===== config.mk =====
export PLATFORM = sky130hd
export DESIGN_NAME = capture_scheduler
export DESIGN_NICKNAME = d
export VERILOG_FILES = /design/src/rtl/capture_scheduler.sv
export SDC_FILE = /design/constraint.sdc
export NUM_CORES = 1
export LEC_CHECK = 0
export CAP_MARGIN = 20
export CORE_ASPECT_RATIO = 0.6
export CORE_MARGIN = 8
export CORE_UTILIZATION = 50
export CTS_CLUSTER_SIZE = 40
export DETAILED_ROUTE_END_ITERATION = 6
export GPL_TIMING_DRIVEN = 0
export PLACE_DENSITY_LB_ADDON = 0.1
export SYNTH_ARGS = -nofsm -noshare
export SYNTH_HDL_FRONTEND = slang
export SYNTH_SLANG_ARGS = --single-unit

===== constraint.sdc =====
create_clock -name clk -period 5.7 [get_ports clk]
set_input_delay 0.855 -clock clk [delete_from_list [all_inputs] [get_ports clk]]
set_output_delay 0.855 -clock clk [all_outputs]
set_load 0.01 [all_outputs]

===== src/rtl/capture_scheduler.sv =====
// capture_scheduler: sequences frame captures across two cameras, one round per trigger.
// Latency: a trigger sampled in IDLE gives camX_start on the next cycle if camX_busy was low.
// Backpressure: holds in START while the camera is busy; one trigger is buffered, later ones are dropped and flagged.
// Optional feature: define CAPTURE_TIMEOUT_EN to add the WAIT_DONE watchdog that drives timeout_err.
module capture_scheduler #(
  parameter int unsigned          TIMEOUT_W      = 24,
  parameter logic [TIMEOUT_W-1:0] TIMEOUT_CYCLES = TIMEOUT_W'(10000000)
) (
  input  logic        clk,
  input  logic        reset_n,
  input  logic        enable,
  input  logic [1:0]  cam_enable,
  input  logic [15:0] period,
  input  logic        sw_trigger,
  input  logic        clear_flags,
  input  logic        cam0_busy,
  input  logic        cam1_busy,
  input  logic        cam0_done,
  input  logic        cam1_done,
  output logic        cam0_start,
  output logic        cam1_start,
  output logic        active_cam,
  output logic        sched_busy,
  output logic [15:0] frame_count,
  output logic        overrun,
  output logic        timeout_err
);

  typedef enum logic [1:0] {
    IDLE      = 2'd0,
    START     = 2'd1,
    WAIT_DONE = 2'd2,
    NEXT      = 2'd3
  } state_t;

  state_t      state_q, state_d;
  logic        active_q, active_d;
  logic        cam0_start_q, cam0_start_d;
  logic        cam1_start_q, cam1_start_d;
  logic        sched_busy_q;
  logic        pending_q, pending_d;
  logic        overrun_q, overrun_d;
  logic [15:0] frame_q, frame_d;
  logic [15:0] timer_q, timer_d;

  logic        tick;
  logic        cam_any;
  logic        trig_ok;
  logic        done_act;

`ifdef CAPTURE_TIMEOUT_EN
  localparam logic [TIMEOUT_W-1:0] WD_LAST = TIMEOUT_CYCLES - TIMEOUT_W'(1);
  logic [TIMEOUT_W-1:0] wd_q, wd_d;
  logic                 timeout_q, timeout_d;
`endif

  // Period timer: free-runs from 0 to period-1 while enabled, otherwise parked at 0.
  // The >= compare keeps the timer from running away if period shrinks below the current count.
  always_comb begin
    tick    = enable && (period != 16'd0) && (timer_q >= (period - 16'd1));
    timer_d = timer_q + 16'd1;
    if (!enable || (period == 16'd0) || tick) begin
      timer_d = 16'd0;
    end
  end

  // Trigger qualification: sw pulse and timer expiry merge into one event; ignored when nothing can run.
  always_comb begin
    cam_any  = |cam_enable;
    trig_ok  = (sw_trigger | tick) & enable & cam_any;
    done_act = active_q ? cam1_done : cam0_done;
  end

  // Next-state logic for the round sequencer, pending slot and sticky flags.
  always_comb begin
    state_d      = state_q;
    active_d     = active_q;
    cam0_start_d = 1'b0;
    cam1_start_d = 1'b0;
    pending_d    = pending_q;
    overrun_d    = overrun_q & ~clear_flags;
    frame_d      = frame_q;
`ifdef CAPTURE_TIMEOUT_EN
    wd_d         = '0;
    timeout_d    = timeout_q & ~clear_flags;
`endif

    case (state_q)
      IDLE: begin
        // A buffered trigger is consumed here whether or not a round can start.
        pending_d = 1'b0;
        if (enable && cam_any && (trig_ok || pending_q)) begin
          state_d  = START;
          active_d = ~cam_enable[0];
          // Pulse immediately on the START cycle when the camera is already free.
          if (cam_enable[0]) begin
            cam0_start_d = ~cam0_busy;
          end else begin
            cam1_start_d = ~cam1_busy;
          end
        end
      end

      START: begin
        if (cam0_start_q || cam1_start_q) begin
          // The start pulse is on the wire this cycle; move on.
          state_d = WAIT_DONE;
        end else if (active_q) begin
          cam1_start_d = ~cam1_busy;
        end else begin
          cam0_start_d = ~cam0_busy;
        end
      end

      WAIT_DONE: begin
        // A done from the served camera always beats a coincident watchdog expiry.
        if (done_act) begin
          state_d = NEXT;
`ifdef CAPTURE_TIMEOUT_EN
        end else if (wd_q == WD_LAST) begin
          state_d   = NEXT;
          timeout_d = 1'b1;
        end else begin
          wd_d = wd_q + TIMEOUT_W'(1);
`endif
        end
      end

      NEXT: begin
        // Only cam1 can follow cam0; cam_enable is re-read here.
        if (!active_q && cam_enable[1]) begin
          state_d      = START;
          active_d     = 1'b1;
          cam1_start_d = ~cam1_busy;
        end else begin
          state_d = IDLE;
          frame_d = frame_q + 16'd1;
        end
      end

      default: begin
        state_d = IDLE;
      end
    endcase

    // Triggers seen mid-round: first one is buffered, any further one is lost.
    if ((state_q != IDLE) && trig_ok) begin
      if (pending_q) begin
        overrun_d = 1'b1;
      end else begin
        pending_d = 1'b1;
      end
    end

    // Disabling drops any buffered trigger; the round in flight still finishes.
    if (!enable) begin
      pending_d = 1'b0;
    end
  end

  // State and registered outputs; reset abandons any capture in flight.
  always_ff @(posedge clk or negedge reset_n) begin
    if (!reset_n) begin
      state_q      <= IDLE;
      active_q     <= 1'b0;
      cam0_start_q <= 1'b0;
      cam1_start_q <= 1'b0;
      sched_busy_q <= 1'b0;
      pending_q    <= 1'b0;
      overrun_q    <= 1'b0;
      frame_q      <= 16'd0;
      timer_q      <= 16'd0;
    end else begin
      state_q      <= state_d;
      active_q     <= active_d;
      cam0_start_q <= cam0_start_d;
      cam1_start_q <= cam1_start_d;
      sched_busy_q <= (state_d != IDLE);
      pending_q    <= pending_d;
      overrun_q    <= overrun_d;
      frame_q      <= frame_d;
      timer_q      <= timer_d;
    end
  end

`ifdef CAPTURE_TIMEOUT_EN
  // Watchdog count of cycles spent waiting for done, plus its sticky error flag.
  always_ff @(posedge clk or negedge reset_n) begin
    if (!reset_n) begin
      wd_q      <= '0;
      timeout_q <= 1'b0;
    end else begin
      wd_q      <= wd_d;
      timeout_q <= timeout_d;
    end
  end

  assign timeout_err = timeout_q;
`else
  assign timeout_err = 1'b0;
`endif

  assign cam0_start  = cam0_start_q;
  assign cam1_start  = cam1_start_q;
  assign active_cam  = active_q;
  assign sched_busy  = sched_busy_q;
  assign frame_count = frame_q;
  assign overrun     = overrun_q;

endmodule

* Yosys cells after proc, flatten, opt, wreduce, memory -nomap -nowiden
Index checks and enable logic that the tools add are counted.
Word-level totals: register bits after elaboration 40, output and inout bits 22, logic and storage cells 75
Cells by class: $add $sub $neg 3, $lt $le $gt $ge 1, equal/unequal tests 5, mux-type cells 27, bitwise gates (word level) 9, reductions and logical operators 21
Operator list (number):
- adder 16 x 1 -> 16 bit, second input constant | 2
- 2-to-1 mux 1 bit | 19
- >= comparator 16 bit | 1
- logical NOT 16 bit | 1
- 2-to-1 mux 16 bit | 1
- nonzero test 16 bit | 1
- subtractor 16 x 1 -> 16 bit, second input constant | 1
- case mux 2 bit (4 select lines) | 1
- logical AND 1 bit | 6
- 2-to-1 mux 2 bit | 3
- nonzero test 2 bit | 3
- NOT 1 bit | 5
- equality test 2 bit, second input constant | 2
- logical OR 1 bit | 4
- inequality test 2 bit, second input constant | 2
- case mux 1 bit (2 select lines) | 2
- AND 1 bit | 3
- case mux 1 bit (3 select lines) | 1
- AND reduction 3 bit | 1
- equality test 2 x 1 -> 1 bit, second input constant | 1
- logical NOT 1 bit | 2
- logical NOT 2 bit | 1
- AND reduction 2 bit | 1
- OR reduction 2 bit | 1
- OR 1 bit | 1

* Depth between registers and ports, before layout
Gate-level depths: netlist of the first run.
depth in word-level cells 11, mapped depth 13, mapped depth without buffers 13

* Least setup slack after synthesis of the first run
No wires, ideal clock.
path kind input -> register, from in period[0], to reg state_q[1], arrival 3356 ps, data required time 5634 ps, path slack 2278 ps, stages on the path 13, path buffers 0, path through inv_1 > ha_1 > nor3b_2 > nand2_1 > or4_1 > xor2_1 > ha_1 > nand2_1 > nor3_2 > nor3_1 > a31oi_2 > o311ai_2 > and2_1
On the way: word-level cells in the longest chain between the ends 10, elaborated cells between the ends (all ways) 12, classes of those cells add/sub (1); order compare (1); mux (2); bitwise (3); reduce/logical (5)
RTL lines:
- from (decl) | line 13 | input logic [15:0] period,
- subtractor 16 x 1 -> 16 bit or nonzero test 16 bit (tied branches) | line 60 | tick = enable && (period != 16'd0) && (timer_q >= (period - 16'd1));
- >= comparator 16 bit or logical AND 1 bit (tied branches) | line 60
- logical AND 1 bit * | line 60
- OR 1 bit * | line 70 | trig_ok = (sw_trigger | tick) & enable & cam_any;
- AND 1 bit * (2 in a row) | line 70
- logical OR 1 bit * | line 92 | if (enable && cam_any && (trig_ok || pending_q)) begin
- logical AND 1 bit * | line 92
- 2-to-1 mux 2 bit * | line 92
- case mux 2 bit (4 select lines) * | line 88 | case (state_q)
- via state_d[1] | line 36 | state_t state_q, state_d;
- to (signal assigned) | line 174 | state_q <= state_d;
- to (decl) | line 36
The timed path passes the listed nets; every way through them passes the cells marked *. A chain may end at the register's enable or synchronous reset.

* Worst setup path after layout of the first run
from in period[2], to reg state_q[1]
The elaborated chain is that of the path after synthesis.

==> results of run 1 <==
==> Yosys cell counts, drive strengths merged (7+ instances only) <==
master / number / area share [%]
a21oi: 9 / 1.7
ha: 23 / 11
nor2: 36 / 5.1
inv: 16 / 2.3
xor2: 19 / 6.3
xnor2: 23 / 7.7
nand2: 20 / 2.9
dfrtp: 40 / 38
nand3: 20 / 4.2
o21ai: 7 / 1.5
nand4: 8 / 2.5
nor3: 9 / 2.5
==> sequential cells by signal (all words and copies together), names as in the netlist <==
name and cells:
frame_count 16, timer_q 16, state_q 2, active_cam 1, cam0_start 1, cam1_start 1, overrun 1, pending_q 1
sched_busy 1
==> worst max-delay path: stages <==
cell,delay [ns]
clkdlybuf4s50_1,0.48
nor4_1,0.55
nand2_1,0.25
nor2_1,0.22
nand2_1,0.09
xor2_1,0.16
ha_1,0.34
nand4_4,0.15
o21bai_1,0.10
nor3_1,0.34
a31oi_2,0.19
o311ai_2,0.31
and2_1,0.20
==> power groups by stage <==
stage | clock network, mW | registers, mW | logic, mW
2_1_floorplan | 0 | 0.364 | 0.154
3_3_place_gp | 0 | 0.359 | 0.270
3_5_place_dp | 0 | 0.360 | 0.274
4_1_cts | 0.194 | 0.355 | 0.275
5_1_grt | 0.208 | 0.362 | 0.302
6_report | 0.191 | 0.355 | 0.271
==> area by class of cell <==
| type | count | area, µm² | share of cell area, % |
|---|---|---|---|
| repair buffers | 47 | 465.4 | 14.25 |
| multi-input cells | 217 | 1549 | 47.41 |
| flip-flops and latches | 40 | 1001 | 30.64 |
| plain buffers | 3 | 18.77 | 0.5745 |
| well taps | 66 | 82.58 | 2.528 |
| clock buffers | 8 | 90.09 | 2.758 |
| inverters | 16 | 60.06 | 1.838 |
==> how the worst min path moves through the flow <==
stage                           startpoint                          end  slack (ns)  depth (start not counted)
3_3_place_gp   frame_count[15]$_DFFE_PN0P_  frame_count[15]$_DFFE_PN0P_        0.46                          1
5_1_grt        frame_count[15]$_DFFE_PN0P_  frame_count[15]$_DFFE_PN0P_        0.51                          1
6_report       frame_count[15]$_DFFE_PN0P_  frame_count[15]$_DFFE_PN0P_        0.48                          1
2_1_floorplan         timer_q[0]$_DFF_PN0_         timer_q[0]$_DFF_PN0_        0.46                          1
4_1_cts        frame_count[15]$_DFFE_PN0P_  frame_count[15]$_DFFE_PN0P_        0.48                          1
3_5_place_dp   frame_count[15]$_DFFE_PN0P_  frame_count[15]$_DFFE_PN0P_        0.47                          1
==> cell usage in the layout (no fill, tap or decap), types with 2 or more instances in the layout <==
cell type	count
nand2b_1	4
or4_1	3
or3_1	2
clkdlybuf4s50_1	46
and3_1	6
xor2_1	19
o31a_1	2
o2bb2ai_1	2
nor3_1	6
clkbuf_8	6
buf_4	2
inv_1	16
nand4_1	7
and2_1	2
ha_1	23
nor3_2	2
nand3_1	18
o21ai_0	5
a211oi_1	2
nand3_2	2
dfrtp_1	40
xnor2_1	23
nor2_1	36
clkbuf_1	3
nand2_1	20
nor4_1	4
a21oi_1	9
==> routing by layer <==
layer / vias up / GRT usage (%) / routed length, µm
met2: 38 / 20.37 / 2223
met3: 5 / 4.067 / 301
met5: - / 0 / 0
met1: 920 / 22.88 / 2943
met4: 0 / 3.125 / 33
li1: 1071 / - / -
==> through the flow <==
step           util (%)  hold slack, ns  instance area [µm²]  std cells  setup WS [ns]
6_report          64.63          0.4754                 3267        397          1.682
5_1_grt           64.63          0.5072                 3267        397          1.270
3_5_place_dp      62.85          0.4676                 3177        389          1.390
4_1_cts           64.63          0.4771                 3267        397          1.694
3_3_place_gp      62.95          0.4562                 3182        389          1.472
2_1_floorplan         -          0.4625                 2629        276          2.278
==> kinds of logic (layout without fill, tap and decap cells) <==
group / count (synthesis) / count (layout)
DFF: 40 / 40
xor gates and xnor gates: 42 / 42
AOI/OAI and AO/OA: 31 / 31
adders and majority gates: 23 / 23
muxes: 1 / 1
other: 1 / 1
and+or+nand+nor: 119 / 119
buffers and inverters: 19 / 74
==> summary.md, run 1 <==
| Metric | Value |
|---|---|
| Worst endpoint data arrival time | `about 4.2 ns` |
| Status | `finished, final reports clean` |
| Syn. warnings | `0` |
| Die Wd | `109.6 µm` |
| Reg power frac | `43.4%` |
| Synth async-reset ratio | `100.0%` |
| Area Growth Syn to Fin | `24.27%` |
| Root buf cell | `clkbuf_8` |
| CTS resizes | `0` |
| Worst Tran Pin Value | `0.8465 ns` |
| Setup crit end | `state_q[1]$_DFF_PN0_` |
| Cts hold-fix bufs | `0` |
| CTS tree | `done` |
| VDD IR max | `around 0.00013 V` |
| Largest family of logic cells by synthesized area | `simple AND/OR/NAND/NOR gates` |
| R2r startpoint | `timer_q[13]$_DFF_PN0_` |
| Clk_lat worst skew | `0.28 ns` |
| Post-synthesis mux area share | `less than 1%` |
| Placer congestion estimate | `0.7774` |
| DR iter-0 viols | `a little under 100` |
| Vias in the first global route | `slightly above 2000` |
| Worst Clk Skew | `roughly 0.0064 ns` |
| Sw Pwr | `0.2605 mW` |
| Reg2Reg Setup Slack | `3.51 ns` |
| Die H | `72.17 µm` |
| CP startpoint | `period[2]` |
| Tightest Hold Check Type | `reg -> reg` |
| Via density | `5.123` |
| Hpwl dp | `around 4400 µm` |
| Post-synthesis sequential area ratio | `38.08%` |
| Row Count | `20` |
| Final period utilization | `70.49%` |
| Ant. Diodes | `0` |
| CORE AREA | `between 5000 and 6000 µm²` |
| Synth Net Count | `approximately 330` |
| Power Total | `0.8178 mW` |
| Logic pwr share | `approximately 33%` |
| Switching share of total power | `31.86%` |
| Final hold vios | `0` |
| Htree depth | `2` |
| Final Max Slew Viols | `0` |
| Int Power | `0.5573 mW` |
| CTS Buf Count | `5` |
| Die ar. | `just under 8000 µm²` |
| Setup TNS | `0 ns` |
| Crit path kind | `in -> reg` |
| Fill cells | `around 450` |
| Bufs on Longest Clock Path | `2` |
| Share of cells above drive strength 1 | `7.251%` |
| Post-synth EDFFs | `0` |
| Reg clk slew, reported paths | `0.07 ns` |
| Most used DFF post-synth | `dfrtp_1` |
| Detail Route Antenna Nets | `0` |
| Largest net degree at the start of global routing | `41` |
| CTS Sinks | `40` |
| R2R Path End | `state_q[1]$_DFF_PN0_` |
| Critical Path RT | `5.92 ns` |
| Routed WL per cell | `13.86 µm` |
| Power Density | `about 250 nW/µm²` |
| Postcts setup bufs | `0` |
| Mapped Area | `2629 µm²` |
| Synth Area in Adders | `10.95%` |
| Port-buffer cells | `47` |
| Mapped Cells | `about 280` |
| Netlist cell types | `45` |
| TritonRoute pass-1 iters | `4` |
| Clock share of power | `between 20% and 30%` |
| FMAX | `248.9 MHz` |
| Worst setup SP type | `primary input` |
| R2R depth | `7` |
| Finish-stage setup viols | `0` |
| Simple-gate share of the synthesized area | `approximately a quarter` |
| I/O pin count | `49` |
| Syn avg cell area | `9.525 µm²` |
| FF+latch count, synth | `40` |
| XOR/XNOR Fraction of Synth Area | `13.99%` |
| DR DRC count | `0` |
| Nets | `380` |
| Gr usage total | `15.06%` |
| GRT Residual Overflow | `0` |
| RSZ-0062 raised after global routing | `no` |
| Rel. slew slack | `43.57%` |
| Initial antenna violation count | `0` |
| Synth Area in Compound Gates | `around 8.8%` |
| Total number of vias | `2034` |
| First-pass GRT wire length | `approximately 9600 µm` |
| CP endpoint kind | `register` |
| Static leakage | `between 1 and 1.5 nW` |
| Max Cap Viol | `0` |
| Fin crit period | `between 4 and 5 ns` |
| Critical Path Fanout Max | `4` |
| Initial Util | `52.00%` |
| Final wirelength | `5501 µm` |
(Power assumes the default switching activity.)
==> run 2: changes to the inputs <==
==> constraint.sdc (replaced) <==
create_clock -name clk -period 3.7 [get_ports clk]
set_input_delay 0.555 -clock clk [delete_from_list [all_inputs] [get_ports clk]]
set_output_delay 0.555 -clock clk [all_outputs]
set_load 0.01 [all_outputs]
==> run 2 against run 1 <==
- clock-buffer cell count unchanged
- die area is the same
- register-to-register slack worse by 2.0 ns
- highest routed layer unchanged
- total power increased by 54%
- worst hold slack worse by 0.11 ns
- clock skew fell by 0.0029 ns
- sequential share of layout area decreased by 0.71 points
- first-iteration DRC count decreased by 23%
- critical path depth grew 1
- worst setup slack worse by 1.5 ns
- global-route usage increased by 0.056 points
==> summary.md, run 2 (synthesis gave the netlist of run 1 again) <==
| Metric | Value |
|---|---|
| Tightest Hold Check Type | `in -> async` |
| CTS tree | `done` |
| GRT Residual Overflow | `0 (unchanged)` |
| Clk_lat worst skew | `0.28 ns (about the same)` |
| Die H | `72.17 µm (unchanged)` |
| Worst Tran Pin Value | `0.8453 ns (-0.001213 ns)` |
| R2R Path End | `state_q[1]$_DFF_PN0_` |
| Area Growth Syn to Fin | `27.23%` |
| DR DRC count | `0 (unchanged)` |
| Most frequent cells in the layout | `46 x clkdlybuf4s50_1, 40 x dfrtp_1, 35 x nor2_1` |
| Htree depth | `2 (unchanged)` |
| Final Max Slew Viols | `0 (unchanged)` |
| Vias in the first global route | `2028 (+0.20%)` |
| Status | `finished, final reports clean` |
| CTS Sinks | `40 (unchanged)` |
| Nets | `381 (+0.26%)` |
| Largest net degree at the start of global routing | `41 (unchanged)` |
| Reg clk slew, reported paths | `0.07 ns (about the same)` |
| Crit path kind | `in -> reg` |
| Dpl cell area | `3177 µm² (unchanged)` |
| I/O pin count | `49 (unchanged)` |
| R2r startpoint | `timer_q[0]$_DFF_PN0_` |
| VDD IR max | `0.0001986 V (+54%)` |
| Bufs on Longest Clock Path | `2 (unchanged)` |
| CP startpoint | `period[0]` |
| CP endpoint kind | `register` |
| RSZ-0062 raised after global routing | `yes` |
| Fin crit period | `3.522 ns` |
| Final hold vios | `0 (unchanged)` |
| Worst hold slack | `0.3687 ns (-0.1067 ns)` |
| Crit-path slowest cell | `clkdlybuf4s50_1` |
| R2R depth | `8 (+1)` |
| Initial Util | `52.00% (unchanged)` |
| Gr usage total | `15.12% (+0.056 points)` |
| Setup TNS | `0 ns (unchanged)` |
| Die ar. | `7910 µm² (unchanged)` |
| Root buf cell | `clkbuf_8` |
| WP buf/inv | `2 (+1)` |
| Crit path largest cell delay | `0.48 ns (-0.07 ns)` |
| CP Cell Sequence | `clkdlybuf4s50_1 > inv_1 > ha_1 > nor3b_4 > nand2_1 > or4_1 > xor2_1 > ha_1 > nand2_1 > nor3_2 > nor3_4 > a31oi_4 > o311ai_2 > and2_1` |
| CTS Buf Count | `5 (unchanged)` |
| Detail Route Antenna Nets | `0 (unchanged)` |
| Final period utilization | `between 90 and 100%` |
| Worst setup SP type | `primary input` |
| Static leakage | `1.433 nW (+1.8%)` |
| Reg2Reg Setup Slack | `1.53 ns (-1.98 ns)` |
| Initial antenna violation count | `0 (unchanged)` |
| DR iter-0 viols | `75 (-23%)` |
| Design area | `3344 µm² (+2.4%)` |
| Max Cap Viol | `0 (unchanged)` |
| Worst Clk Skew | `0.003559 ns (-0.002881 ns)` |
| Hpwl dp | `4379 µm (unchanged)` |
| Row Count | `20 (unchanged)` |
| Die Wd | `109.6 µm (unchanged)` |
| Finish-stage setup viols | `0 (unchanged)` |
| Ant. Diodes | `0 (unchanged)` |
| Placer congestion estimate | `0.7774 (unchanged)` |
| Power Density | `377.5 nW/µm² (+51%)` |
| WP depth | `14 (+1)` |
| Port-buffer cells | `47 (unchanged)` |
| FMAX | `283.9 MHz` |
| Critical Path RT | `3.92 ns (-2.00 ns)` |
| First-pass GRT wire length | `9673 µm (+0.43%)` |
| Dpl cells | `389 (unchanged)` |
| CP top delay family | `simple AND/OR/NAND/NOR gates` |
| Setup crit end | `state_q[1]$_DFF_PN0_` |
| Total number of vias | `2067 (+1.6%)` |
| Critical Path Fanout Max | `4 (unchanged)` |
| Fin cells | `398 (+0.25%)` |
| Rel. slew slack | `43.65% (+0.081 points)` |
| CORE AREA | `5055 µm² (unchanged)` |
| Routed WL per cell | `14.02 µm (+1.2%)` |
| Final wirelength | `5581 µm (+1.5%)` |
| Via density | `5.193 (+1.4%)` |
| Share of cells above drive strength 1 | `9.639% (+2.4 points)` |
| TritonRoute pass-1 iters | `4 (unchanged)` |
| Worst endpoint data arrival time | `3.74 ns (-0.50 ns)` |
| Most common cell after layout, fill and taps aside | `clkdlybuf4s50_1` |
## run 2: cell count changes in the layout (fill, tap and decap cells not counted), moves of 2 or more
cell / previous run / this run
nand2_2: 0 / 2
nand2_1: 20 / 18
nor4_2: 1 / 3
nor4_1: 4 / 1
## run 2: worst min path at each step
stage	startpoint	to	slack [ns]
CTS	reset_n	cam1_start$_DFF_PN0_	0.41
finish	reset_n	timer_q[12]$_DFF_PN0_	0.37
global placement	frame_count[15]$_DFFE_PN0P_	frame_count[15]$_DFFE_PN0P_	0.46
detailed placement	frame_count[15]$_DFFE_PN0P_	frame_count[15]$_DFFE_PN0P_	0.47
global route	reset_n	cam1_start$_DFF_PN0_	0.46
floorplan	reset_n	active_cam$_DFFE_PN0P_	0.26
## run 2: repair_timing
| action | 4_1_cts | 5_1_grt |
|---|---|---|
| hold buffers | 0 | 0 |
| resized for setup | 1 | 11 |
| pin swaps | 0 | 1 |
| buffers inserted | 0 | 1 |
| endpoints found under the setup margin | 1 | 21 |
## run 2: layer usage
layer | GRT usage (%) | wire length, µm | share of wire, %
met5 | 0 | 0 | 0
met4 | 3.125 | 33 | 0.59
met3 | 4.067 | 333 | 6.0
met2 | 20.37 | 2254 | 40
met1 | 23.04 | 2959 | 53
## run 2: cell type report
type                    count  area [µm²]
plain buffers               3       18.77
clock buffers               8       90.09
fillers                   435        1710
inverters                  16       60.06
multi-input cells         217        1619
flip-flops and latches     40        1001
well taps                  66       82.58
repair buffers             48       473.0
## run 2: power by group
part | switching (mW) | internal, mW | leakage, nW
clock | 0.140 | 0.152 | 0.0455
combinational | 0.204 | 0.218 | 0.853
sequential | 0.0574 | 0.490 | 0.535
total | 0.402 | 0.860 | 1.43
## run 2: stage by stage
stage          util [%]  setup WS [ns]  total power, mW
2_1_floorplan         -         0.5776           0.7972
3_3_place_gp      62.95        -0.2275           0.9691
3_5_place_dp      62.85        -0.3104           0.9766
4_1_cts           64.75        0.03238            1.271
5_1_grt           66.16       -0.03070            1.347
6_report          66.16         0.1781            1.262
==> run 3: changes to the inputs <==
--- a/config.mk
+++ b/config.mk
@@ -7,7 +7,6 @@
 export LEC_CHECK = 0
 export CAP_MARGIN = 20
 export CORE_ASPECT_RATIO = 0.6
-export CORE_MARGIN = 8
 export CORE_UTILIZATION = 50
 export CTS_CLUSTER_SIZE = 40
 export DETAILED_ROUTE_END_ITERATION = 6
==> run 3 against run 2 <==
- sequential power barely moved
- clock-buffer cell count down 1
- worst hold slack improved by 0.011 ns
- sequential share of layout area rose by 0.10 points
- total power increased by 0.95%
- clock skew rose by 0.0034 ns
- highest routed layer unchanged
- first-iteration DRC count fell by 8.0%
- largest power group unchanged
==> summary.md, run 3 (synthesis gave the netlist of run 1 again) <==
| Metric | Value |
|---|---|
| Status | `finished, final reports clean` |
| Gr usage total | `21.11% (+6.0 points)` |
| Worst endpoint data arrival time | `3.71 ns (-0.03 ns)` |
| CTS Buf Count | `5 (unchanged)` |
| Reg power frac | `42.8% (-0.5 points)` |
| Clk_lat worst skew | `0.28 ns (about the same)` |
| Rel. slew slack | `42.05% (-1.6 points)` |
| Bufs on Longest Clock Path | `2 (unchanged)` |
| Switching share of total power | `32.50% (+0.63 points)` |
| CP endpoint kind | `register` |
| Worst Tran Pin Value | `0.8692 ns (+0.02397 ns)` |
| Power Density | `382.3 nW/µm² (+1.3%)` |
| Final Max Slew Viols | `0 (unchanged)` |
| Area Growth Syn to Fin | `26.80%` |
| Fin crit period | `3.489 ns (-0.03266 ns)` |
| Initial antenna violation count | `0 (unchanged)` |
| Finish-stage setup viols | `0 (unchanged)` |
| Logic pwr share | `33.7% (+0.2 points)` |
| FMAX | `286.6 MHz (+0.94%)` |
| Crit path kind | `in -> reg` |
| Max Cap Viol | `0 (unchanged)` |
| Final period utilization | `94.30% (-0.88 points)` |
| Final wirelength | `5393 µm (-3.4%)` |
| Power Total | `1.274 mW (+0.95%)` |
| Vias in the first global route | `1956 (-3.6%)` |
| Final hold vios | `0 (unchanged)` |
| Critical Path Fanout Max | `4 (unchanged)` |
| Placer congestion estimate | `0.8165 (+5.0%)` |
| Worst setup SP type | `primary input` |
| Dpl cell area | `3177 µm² (unchanged)` |
| Critical Path RT | `3.92 ns (about the same)` |
| DR iter-0 viols | `69 (-8.0%)` |
| Crit-path slowest cell | `clkdlybuf4s50_1` |
| Static leakage | `1.431 nW (-0.18%)` |
| I/O pin count | `49 (unchanged)` |
| Tightest Hold Check Type | `in -> async` |
| VDD IR max | `0.0002033 V (+2.3%)` |
| Initial Util | `52.00% (unchanged)` |
| Htree depth | `2 (unchanged)` |
| Ant. Diodes | `0 (unchanged)` |
| Worst hold slack | `0.3799 ns (+0.01124 ns)` |
| Most frequent cells in the layout | `46 x clkdlybuf4s50_1, 40 x dfrtp_1, 35 x nor2_1` |
| Die H | `58.17 µm (-19%)` |
| Sw Pwr | `0.4142 mW (+2.9%)` |
| CP top delay family | `simple AND/OR/NAND/NOR gates` |
| Port-buffer cells | `47 (unchanged)` |
| GRT Residual Overflow | `0 (unchanged)` |
| CORE AREA | `5055 µm² (unchanged)` |
| Hpwl dp | `4115 µm (-6.0%)` |
| Clock share of power | `23.5% (+0.3 points)` |
| Reg clk slew, reported paths | `0.08 ns (about the same)` |
| CTS Sinks | `40 (unchanged)` |
| Crit path largest cell delay | `0.48 ns (about the same)` |
| Most common cell after layout, fill and taps aside | `clkdlybuf4s50_1` |
| TritonRoute pass-1 iters | `4 (unchanged)` |
| RSZ-0062 raised after global routing | `yes` |
| Row Count | `20 (unchanged)` |
| Worst Clk Skew | `0.006909 ns (+0.003350 ns)` |
| First-pass GRT wire length | `8921 µm (-7.8%)` |
| Die ar. | `5561 µm² (-30%)` |
| Nets | `381 (unchanged)` |
| CP Cell Sequence | `clkdlybuf4s50_1 > inv_1 > ha_1 > nor3b_4 > nand2_1 > or4_1 > xor2_1 > ha_1 > nand2_1 > nor3_2 > nor3_4 > a31oi_4 > o311ai_2 > and2_1` |
| Largest net degree at the start of global routing | `41 (unchanged)` |
| Routed WL per cell | `13.55 µm (-3.4%)` |
| WP buf/inv | `2 (unchanged)` |
| Die Wd | `95.61 µm (-13%)` |
| Design area | `3333 µm² (-0.34%)` |
| Detail Route Antenna Nets | `0 (unchanged)` |
| CTS tree | `done` |
| Total number of vias | `2119 (+2.5%)` |
| Via density | `5.324 (+2.5%)` |
| Share of cells above drive strength 1 | `9.036% (-0.60 points)` |
| Int Power | `0.8603 mW (about the same)` |
| Fin util | `65.94% (-0.22 points)` |
| Root buf cell | `clkbuf_8` |
| DR DRC count | `0 (unchanged)` |
run 3: changes by cell type in the layout (fill, tap and decap cells not counted):
cell        previous run  this run
clkbuf_1               3         2
clkinvlp_4             0         1
nand2_1               18        19
nand2_2                2         1
nor4_1                 1         3
nor4_2                 3         1
o21ai_0                5         4
o21ai_1                1         2
run 3: metal layers:
layer,wire (µm),global-route usage (%)
met1,2949,32.63
met2,2208,30.31
met3,222,4.987
met4,14,3.625
met5,0,0
run 3: final cells by class:
cell class,instances,area (µm²)
repair buffers,48,473.0
clock buffers,7,86.33
multi-input cells,217,1604
clock inverters,1,7.507
plain buffers,3,18.77
inverters,16,60.06
well taps,66,82.58
flip-flops and latches,40,1001
fillers,434,1722
run 3: final timing paths:
path	startpoint	slack, ns	end	depth (start not counted)
max	period[0]	0.21	state_q[1]$_DFF_PN0_	14
min	reset_n	0.38	sched_busy$_DFF_PN0_	1
max reg2reg	timer_q[0]$_DFF_PN0_	1.58	sched_busy$_DFF_PN0_	8
min reg2reg	frame_count[15]$_DFFE_PN0P_	0.47	frame_count[15]$_DFFE_PN0P_	1
max in group asynchronous	reset_n	2.77	timer_q[5]$_DFF_PN0_	1
min in group clk	frame_count[15]$_DFFE_PN0P_	0.47	frame_count[15]$_DFFE_PN0P_	1
run 3: stage by stage:
| step | worst slack [ns] | setup TNS [ns] | instances |
|---|---|---|---|
| after floorplan | 0.5776 | 0 | 276 |
| final | 0.2107 | 0 | 398 |
| after CTS | 0.04251 | 0 | 397 |
| after global routing | 0.004753 | 0 | 398 |
| after global placement | -0.1943 | -2.741 | 389 |
| after detailed placement | -0.2450 | -3.506 | 389 |
run 3: timing repair:
item                                    in CTS  in global routing
endpoints found under the setup margin       0                 24
gates resized for setup                      0                 10
setup buffers                                0                  1
hold buffers                                 0                  0
run 3: power by group through the flow:
stage	registers (mW)	clock network, mW	logic [mW]
6_report	0.545	0.300	0.429
5_1_grt	0.553	0.324	0.476
4_1_cts	0.545	0.309	0.427
3_5_place_dp	0.554	0	0.419
3_3_place_gp	0.553	0	0.412
2_1_floorplan	0.561	0	0.237
